$ cat src/rtl/count_load_sequencer.sv
// Sequencer that drives a parallel-load up/down counter: loads a requested start value,
// runs it to terminal count, then signals done or reloads, and tallies terminal events.
module count_load_sequencer #(
    parameter int DATA_WIDTH = 8,
    parameter int TC_WIDTH   = 4
) (
    input  logic                  Clk,
    input  logic                  RST_N,
    // Request handshake: a request transfers on a rising edge where req_valid_i and
    // req_ready_o are both 1; the requester holds value/dir/reload stable until then.
    input  logic                  req_valid_i,
    output logic                  req_ready_o,
    input  logic [DATA_WIDTH-1:0] req_value_i,
    input  logic                  req_dir_i,
    input  logic                  req_reload_i,
    input  logic                  abort_i,
    input  logic [DATA_WIDTH-1:0] cnt_value_i,
    input  logic                  cnt_cout_i,
    output logic [DATA_WIDTH-1:0] cnt_data_o,
    output logic                  cnt_load_o,
    output logic                  cnt_en_o,
    output logic                  cnt_dir_o,
    output logic                  busy_o,
    output logic                  done_o,
    output logic [TC_WIDTH-1:0]   tc_count_o,
    output logic [1:0]            dbg_state
);

    typedef enum logic [1:0] {
        IDLE = 2'd0,
        LOAD = 2'd1,
        RUN  = 2'd2,
        DONE = 2'd3
    } state_t;

    state_t state;
    logic   reload_q;

    // The counter value is observed for debug only and never steers the sequencer.
    logic unused_monitor;
    assign unused_monitor = ^cnt_value_i;

    assign dbg_state = state;

    always_ff @(posedge Clk or negedge RST_N) begin
        if (!RST_N) begin
            state       <= IDLE;
            reload_q    <= 1'b0;
            req_ready_o <= 1'b1;
            cnt_data_o  <= '0;
            cnt_load_o  <= 1'b0;
            cnt_en_o    <= 1'b0;
            cnt_dir_o   <= 1'b0;
            busy_o      <= 1'b0;
            done_o      <= 1'b0;
            tc_count_o  <= '0;
        end else begin
            case (state)
                IDLE: begin
                    if (req_valid_i) begin
                        state       <= LOAD;
                        cnt_data_o  <= req_value_i;
                        cnt_dir_o   <= req_dir_i;
                        reload_q    <= req_reload_i;
                        tc_count_o  <= '0;
                        req_ready_o <= 1'b0;
                        cnt_load_o  <= 1'b1;
                        busy_o      <= 1'b1;
                    end
                end
                LOAD: begin
                    cnt_load_o <= 1'b0;
                    if (abort_i) begin
                        state       <= IDLE;
                        busy_o      <= 1'b0;
                        req_ready_o <= 1'b1;
                    end else begin
                        state    <= RUN;
                        cnt_en_o <= 1'b1;
                    end
                end
                RUN: begin
                    // Abort takes precedence over a same-cycle terminal count.
                    if (abort_i) begin
                        state       <= IDLE;
                        cnt_en_o    <= 1'b0;
                        busy_o      <= 1'b0;
                        req_ready_o <= 1'b1;
                    end else if (cnt_cout_i) begin
                        cnt_en_o <= 1'b0;
                        if (tc_count_o != {TC_WIDTH{1'b1}}) begin
                            tc_count_o <= tc_count_o + TC_WIDTH'(1);
                        end
                        if (reload_q) begin
                            state      <= LOAD;
                            cnt_load_o <= 1'b1;
                        end else begin
                            state  <= DONE;
                            done_o <= 1'b1;
                        end
                    end
                end
                DONE: begin
                    state       <= IDLE;
                    done_o      <= 1'b0;
                    busy_o      <= 1'b0;
                    req_ready_o <= 1'b1;
                end
                default: begin
                    state <= IDLE;
                end
            endcase
        end
    end

endmodule

$ cat config.mk
export PLATFORM = sky130hd
export DESIGN_NAME = count_load_sequencer
export DESIGN_NICKNAME = d
export VERILOG_FILES = /design/src/rtl/count_load_sequencer.sv
export SDC_FILE = /design/constraint.sdc
export NUM_CORES = 1
export LEC_CHECK = 0
export CORE_AREA = 2 2 56 58
export CTS_CLUSTER_DIAMETER = 200
export CTS_CLUSTER_SIZE = 28
export DETAILED_ROUTE_END_ITERATION = 7
export DIE_AREA = 0 0 58 60
export PLACE_DENSITY_LB_ADDON = 0.25
export SLEW_MARGIN = 40
export SYNTH_ARGS = -nofsm -noshare
export SYNTH_HDL_FRONTEND = slang
export SYNTH_SLANG_ARGS = --single-unit
$ cat constraint.sdc
create_clock -name Clk -period 3.8 [get_ports Clk]
set_clock_uncertainty 0.1 [all_clocks]
set_input_delay 1.14 -clock Clk [delete_from_list [all_inputs] [get_ports Clk]]
set_output_delay 1.14 -clock Clk [all_outputs]
set_load 0.05 [all_outputs]
Word-level counts from Yosys, hierarchy flattened
Index checks and enable logic that the tools add are counted.
- word-level logic and storage cells: 66
- register bits: 21
- add/subtract/negate cells: 1
- mux-type cells: 29
- reduce and logical (&&, ||, !) cells: 13
- equality and inequality tests: 13
- operators with widths (kind ; count):
    2-to-1 mux 4 bit ; 4
    inequality test 2 bit, second input constant ; 7
    2-to-1 mux 1 bit ; 13
    2-to-1 mux 2 bit ; 5
    AND reduction 5 bit ; 2
    one-hot mux 1 bit (3 select lines) ; 3
    one-hot mux 2 bit (4 select lines) ; 1
    one-hot mux 4 bit (2 select lines) ; 1
    AND reduction 2 bit ; 3
    nonzero test 2 bit ; 3
    adder 4 x 1 -> 4 bit, second input constant ; 1
    equality test 2 bit, second input constant ; 2
    inequality test 4 bit, second input constant ; 1
    one-hot mux 1 bit (2 select lines) ; 2
    AND reduction 4 bit ; 1
    inequality test 3 bit, second input constant ; 1
    AND reduction 3 bit ; 1
    nonzero test 3 bit ; 1
    equality test 2 x 1 -> 1 bit, second input constant ; 1
    zero test 2 bit ; 1
    inequality test 2 x 1 -> 1 bit, second input constant ; 1
    OR reduction 2 bit ; 1

Logic depth before layout (Yosys ltp)
- depth after elaboration: 5
- depth in mapped cells: 7
- depth with buffers taken out: 6

Worst setup path after synthesis
OpenSTA, ideal clock, no wires.
- path kind: input port to flip-flop
- start: input port cnt_cout_i
- end: register tc_count_o[3]
- path buffers: 0
- required time: 3631 ps
- arrival time: 2020 ps
- slack: 1611 ps
- setup time: 69 ps
- stages on the path: 4
- cells stage by stage: nor2b_1 o211ai_4 or4b_1 nand3_1
- word-level cells in the longest chain between the ends: 2
- RTL lines (item ; RTL line ; text):
    start: declaration ; 18 ; input logic cnt_cout_i,
    inequality test 2 bit (no source line) ; n/a ;
    AND reduction 5 bit (no source line) ; n/a ;
    end signal: assignment ; 92 ; tc_count_o <= tc_count_o + TC_WIDTH'(1);
    end: declaration ; 25 ; output logic [TC_WIDTH-1:0] tc_count_o,
No other way between the ends.
A chain may end at the register's enable or synchronous reset.

Worst setup path after layout
- start: register req_ready_o
- end: output port req_ready_o
- RTL lines (item ; RTL line ; text):
    start: declaration ; 12 ; output logic req_ready_o,
    start signal: assignment ; 49 ; req_ready_o <= 1'b1;
    start signal: assignment ; 66 ; req_ready_o <= 1'b0;
    start signal: assignment ; 76 ; req_ready_o <= 1'b1;
No word-level cell between the ends.

==> flow_metrics.env <==
export IMPL_outcome="finished, final reports clean"
export IMPL_drt_initial_drc_count=11
export IMPL_floorplan_rows=20
export IMPL_worst_path_slowest_cell="sky130_fd_sc_hd__clkdlybuf4s50_1"
export IMPL_max_clk_rate_mhz=346
export IMPL_overall_power_after_layout_mw=1.41
export IMPL_max_slew_worst_pin_slew_ps=512
export IMPL_synthCells=100
export IMPL_rsz_0062_raised_after_global_routing="no"
export IMPL_power_density_mw_per_mm2=944
export IMPL_finalHoldWorstSlack_ps=383
export IMPL_timing_critical_path_buf_inv=1
export IMPL_clk_latency_ps=300
export IMPL_start_util=0.380
export IMPL_count_of_final_setup_violators=0
export IMPL_top_level_ports=43
export IMPL_hold_viol=0
export IMPL_cts_buffer_depth=2
export IMPL_synth_seq_cells=21
export IMPL_worst_setup_path_start_kind="register"
export IMPL_antenna_cells=0
export IMPL_tritoncts_num_buffers=3
export IMPL_synth_nets=130
export IMPL_grt_start_max_net_pins=22
export IMPL_mappedNetlistArea_mm2=0.00110
export IMPL_grt_overflow_total=0
export IMPL_cts_tree="yes"
export IMPL_yosysWarnings=0
export IMPL_detailed_place_hpwl_mm=1.64
export IMPL_reg2reg_depth=6
export IMPL_layout_area_overhead_vs_synth_pct=35.5
export IMPL_reg2reg_to="tc_count_o[3]"
export IMPL_whs_endpoint="req_ready_o"
export IMPL_vias_per_cell=5.17
export IMPL_grtUsageTotal=0.140
export IMPL_clock_tree_htree_level_count=1
export IMPL_setup_ws_ps=909
export IMPL_worstHoldStart="req_ready_o"
export IMPL_timing_final_crit_share=0.761
export IMPL_crit_path_cell_trace="clkdlybuf4s50_1"
export IMPL_syn_avg_cell_area_um2=11.0
export IMPL_timing_setup_critical_path_class="reg -> out"
export IMPL_max_slew_margin_rel=0.658
export IMPL_timing_rr_start="dbg_state[0]"
export IMPL_synth_top_cell_by_area="sky130_fd_sc_hd__dfrtp_1"
export IMPL_kind_of_path_behind_the_tightest_hold_check="reg -> reg"
export IMPL_grt_first_pass_wirelength_mm=3.77
export IMPL_first_pass_iters=4
export IMPL_dp_cells=164
export IMPL_place_gp_congestion=0.758
export IMPL_ys_seq_area_frac=0.477
export IMPL_power_static_leakage_nw=0.638
export IMPL_worst_ir_drop_vdd_v=0.000463
export IMPL_totalNegativeSetupSlack_ps=0
export IMPL_maxCapViolCount=0
export IMPL_synth_area_top_cells="sky130_fd_sc_hd__dfrtp_1 45%, sky130_fd_sc_hd__mux2_2 11%, sky130_fd_sc_hd__ha_1 7.9%"
export IMPL_synth_most_common_cell="sky130_fd_sc_hd__dfrtp_1"
export IMPL_cts_setup_buffers=0
export IMPL_port_buffer_count=34
export IMPL_die_width_um=58
export IMPL_critPathCaptureType="primary output"
export IMPL_root_buffer_cell="sky130_fd_sc_hd__clkbuf_4"
export IMPL_post_route_cells_drive_above_1_share=0.148
export IMPL_synthDistinctLibCells=29
export IMPL_report_final_slew_viol_count=0
export IMPL_detailedPlace_worstSlack_ps=976
export IMPL_worstPathRequired_ps=2560
export IMPL_cp_top_family="buffers and inverters"
export IMPL_worst_hold_path_num_cells=2
export IMPL_period_minus_slack_ps=2890
export IMPL_num_vias=868
export IMPL_coreArea_mm2=0.00290
export IMPL_finalCoreUtilization=0.515
export IMPL_post_dp_cell_area_mm2=0.00147
export IMPL_die_area_mm2=0.00348
export IMPL_clock_sinks=21
export IMPL_drcViolationCount=0
export IMPL_clock_transition_at_the_registers_of_the_reported_paths_ps=120
export IMPL_cts_hold_repair_buffers=0
export IMPL_grt_antenna_before_repair=0
export IMPL_timing_critical_path_fanout_max=2
export IMPL_post_synth_top_area_fraction=0.454
export IMPL_arrival_ps=1650
export IMPL_final_net_count=166
export IMPL_synth_main_ff_cell="sky130_fd_sc_hd__dfrtp_1"
export IMPL_ys_top_cells_by_count="20 x sky130_fd_sc_hd__dfrtp_1, 12 x sky130_fd_sc_hd__nand2_1, 11 x sky130_fd_sc_hd__mux2_2"
export IMPL_avgRoutedWirePerCell_um=13.2
export IMPL_number_of_flops_mapped_to_enable_cells_by_yosys=0
export IMPL_rrSetupSlack_ps=1750
export IMPL_layout_cell_area_non_filler_mm2=0.00150
export IMPL_cts_repair_resize_count=0
export IMPL_routed_wl_mm=2.22
export IMPL_final_fill_count=270
export IMPL_chipHeight_um=60
export IMPL_cp_slowest_stage_delay_ps=800
export IMPL_ant_nets=0
export IMPL_stdcell_count=168
export IMPL_synthArstFlopShare=1.00
export IMPL_first_global_vias=878
-- where the power goes --
group,internal [mW],total [mW],switching (mW)
logic,0.355,0.912,0.557
clock network,0.0392,0.109,0.0693
registers,0.326,0.391,0.0654
-- layout make-up --
| class | count | area (µm²) | share of cell area |
|---|---|---|---|
| multi-input cells | 69 | 538 | 0.360 |
| flip-flops and latches | 21 | 527 | 0.352 |
| repair buffers | 34 | 335 | 0.224 |
| well taps | 33 | 41.3 | 0.0276 |
| inverters | 7 | 26.3 | 0.0176 |
| clock buffers | 3 | 22.5 | 0.0151 |
| clock inverters | 1 | 5.00 | 0.00335 |
-- layout by cell type, fill, tap and decap left out --
cell and instances:
sky130_fd_sc_hd__a21oi_1 3, sky130_fd_sc_hd__a221oi_1 2, sky130_fd_sc_hd__a22o_1 2, sky130_fd_sc_hd__a311o_1 1, sky130_fd_sc_hd__a31oi_1 1, sky130_fd_sc_hd__buf_2 1, sky130_fd_sc_hd__clkbuf_4 3, sky130_fd_sc_hd__clkdlybuf4s50_1 33
sky130_fd_sc_hd__clkinv_2 1, sky130_fd_sc_hd__dfrtp_1 20, sky130_fd_sc_hd__dfstp_2 1, sky130_fd_sc_hd__ha_1 7, sky130_fd_sc_hd__inv_1 7, sky130_fd_sc_hd__mux2_2 11, sky130_fd_sc_hd__mux2_4 1, sky130_fd_sc_hd__mux2i_1 4
sky130_fd_sc_hd__nand2_1 12, sky130_fd_sc_hd__nand2b_1 3, sky130_fd_sc_hd__nand3_1 3, sky130_fd_sc_hd__nand3b_1 1, sky130_fd_sc_hd__nand4_1 1, sky130_fd_sc_hd__nor2_1 4, sky130_fd_sc_hd__nor2b_1 2, sky130_fd_sc_hd__nor3_1 1
sky130_fd_sc_hd__o211ai_4 1, sky130_fd_sc_hd__o21ai_0 5, sky130_fd_sc_hd__o221ai_1 1, sky130_fd_sc_hd__o311ai_0 1, sky130_fd_sc_hd__or2_2 1, sky130_fd_sc_hd__or4b_1 1
-- worst max path at each step --
stage | cells past startpoint | to | startpoint | slack, ps
2_1_floorplan | 4 | tc_count_o[3] | cnt_cout_i | 1610
5_1_grt | 1 | req_ready_o | req_ready_o | 870
6_report | 1 | req_ready_o | req_ready_o | 910
3_5_place_dp | 5 | tc_count_o[3] | cnt_cout_i | 980
4_1_cts | 1 | req_ready_o | req_ready_o | 890
3_3_place_gp | 5 | tc_count_o[3] | cnt_cout_i | 1010
-- sequential cells by signal (all words and copies together), names as in the netlist --
| register | flops |
|---|---|
| cnt_dir_o | 1 |
| tc_count_o | 4 |
| cnt_load_o | 1 |
| busy_o | 1 |
| cnt_data_o | 8 |
| req_ready_o | 1 |
| reload_q | 1 |
| done_o | 1 |
| dbg_state | 2 |
| cnt_en_o | 1 |
-- routing by layer --
| layer | track usage | routed length, µm | vias up |
|---|---|---|---|
| met4 | 0.0498 | 12 | 0 |
| met1 | 0.170 | 951 | 416 |
| met3 | 0.0390 | 166 | 2 |
| met5 | 0 | 0 | - |
| met2 | 0.240 | 1090 | 28 |
| li1 | - | - | 422 |
-- cell families after synthesis --
family / share of synthesized area
adder cells (fa/ha/maj): 0.0794
AND/OR/NAND/NOR: 0.128
buffers and inverters: 0.0351
AO/OA/AOI/OAI: 0.118
flip-flops: 0.477
multiplexers: 0.162
Power figures use the tool's default switching activity.
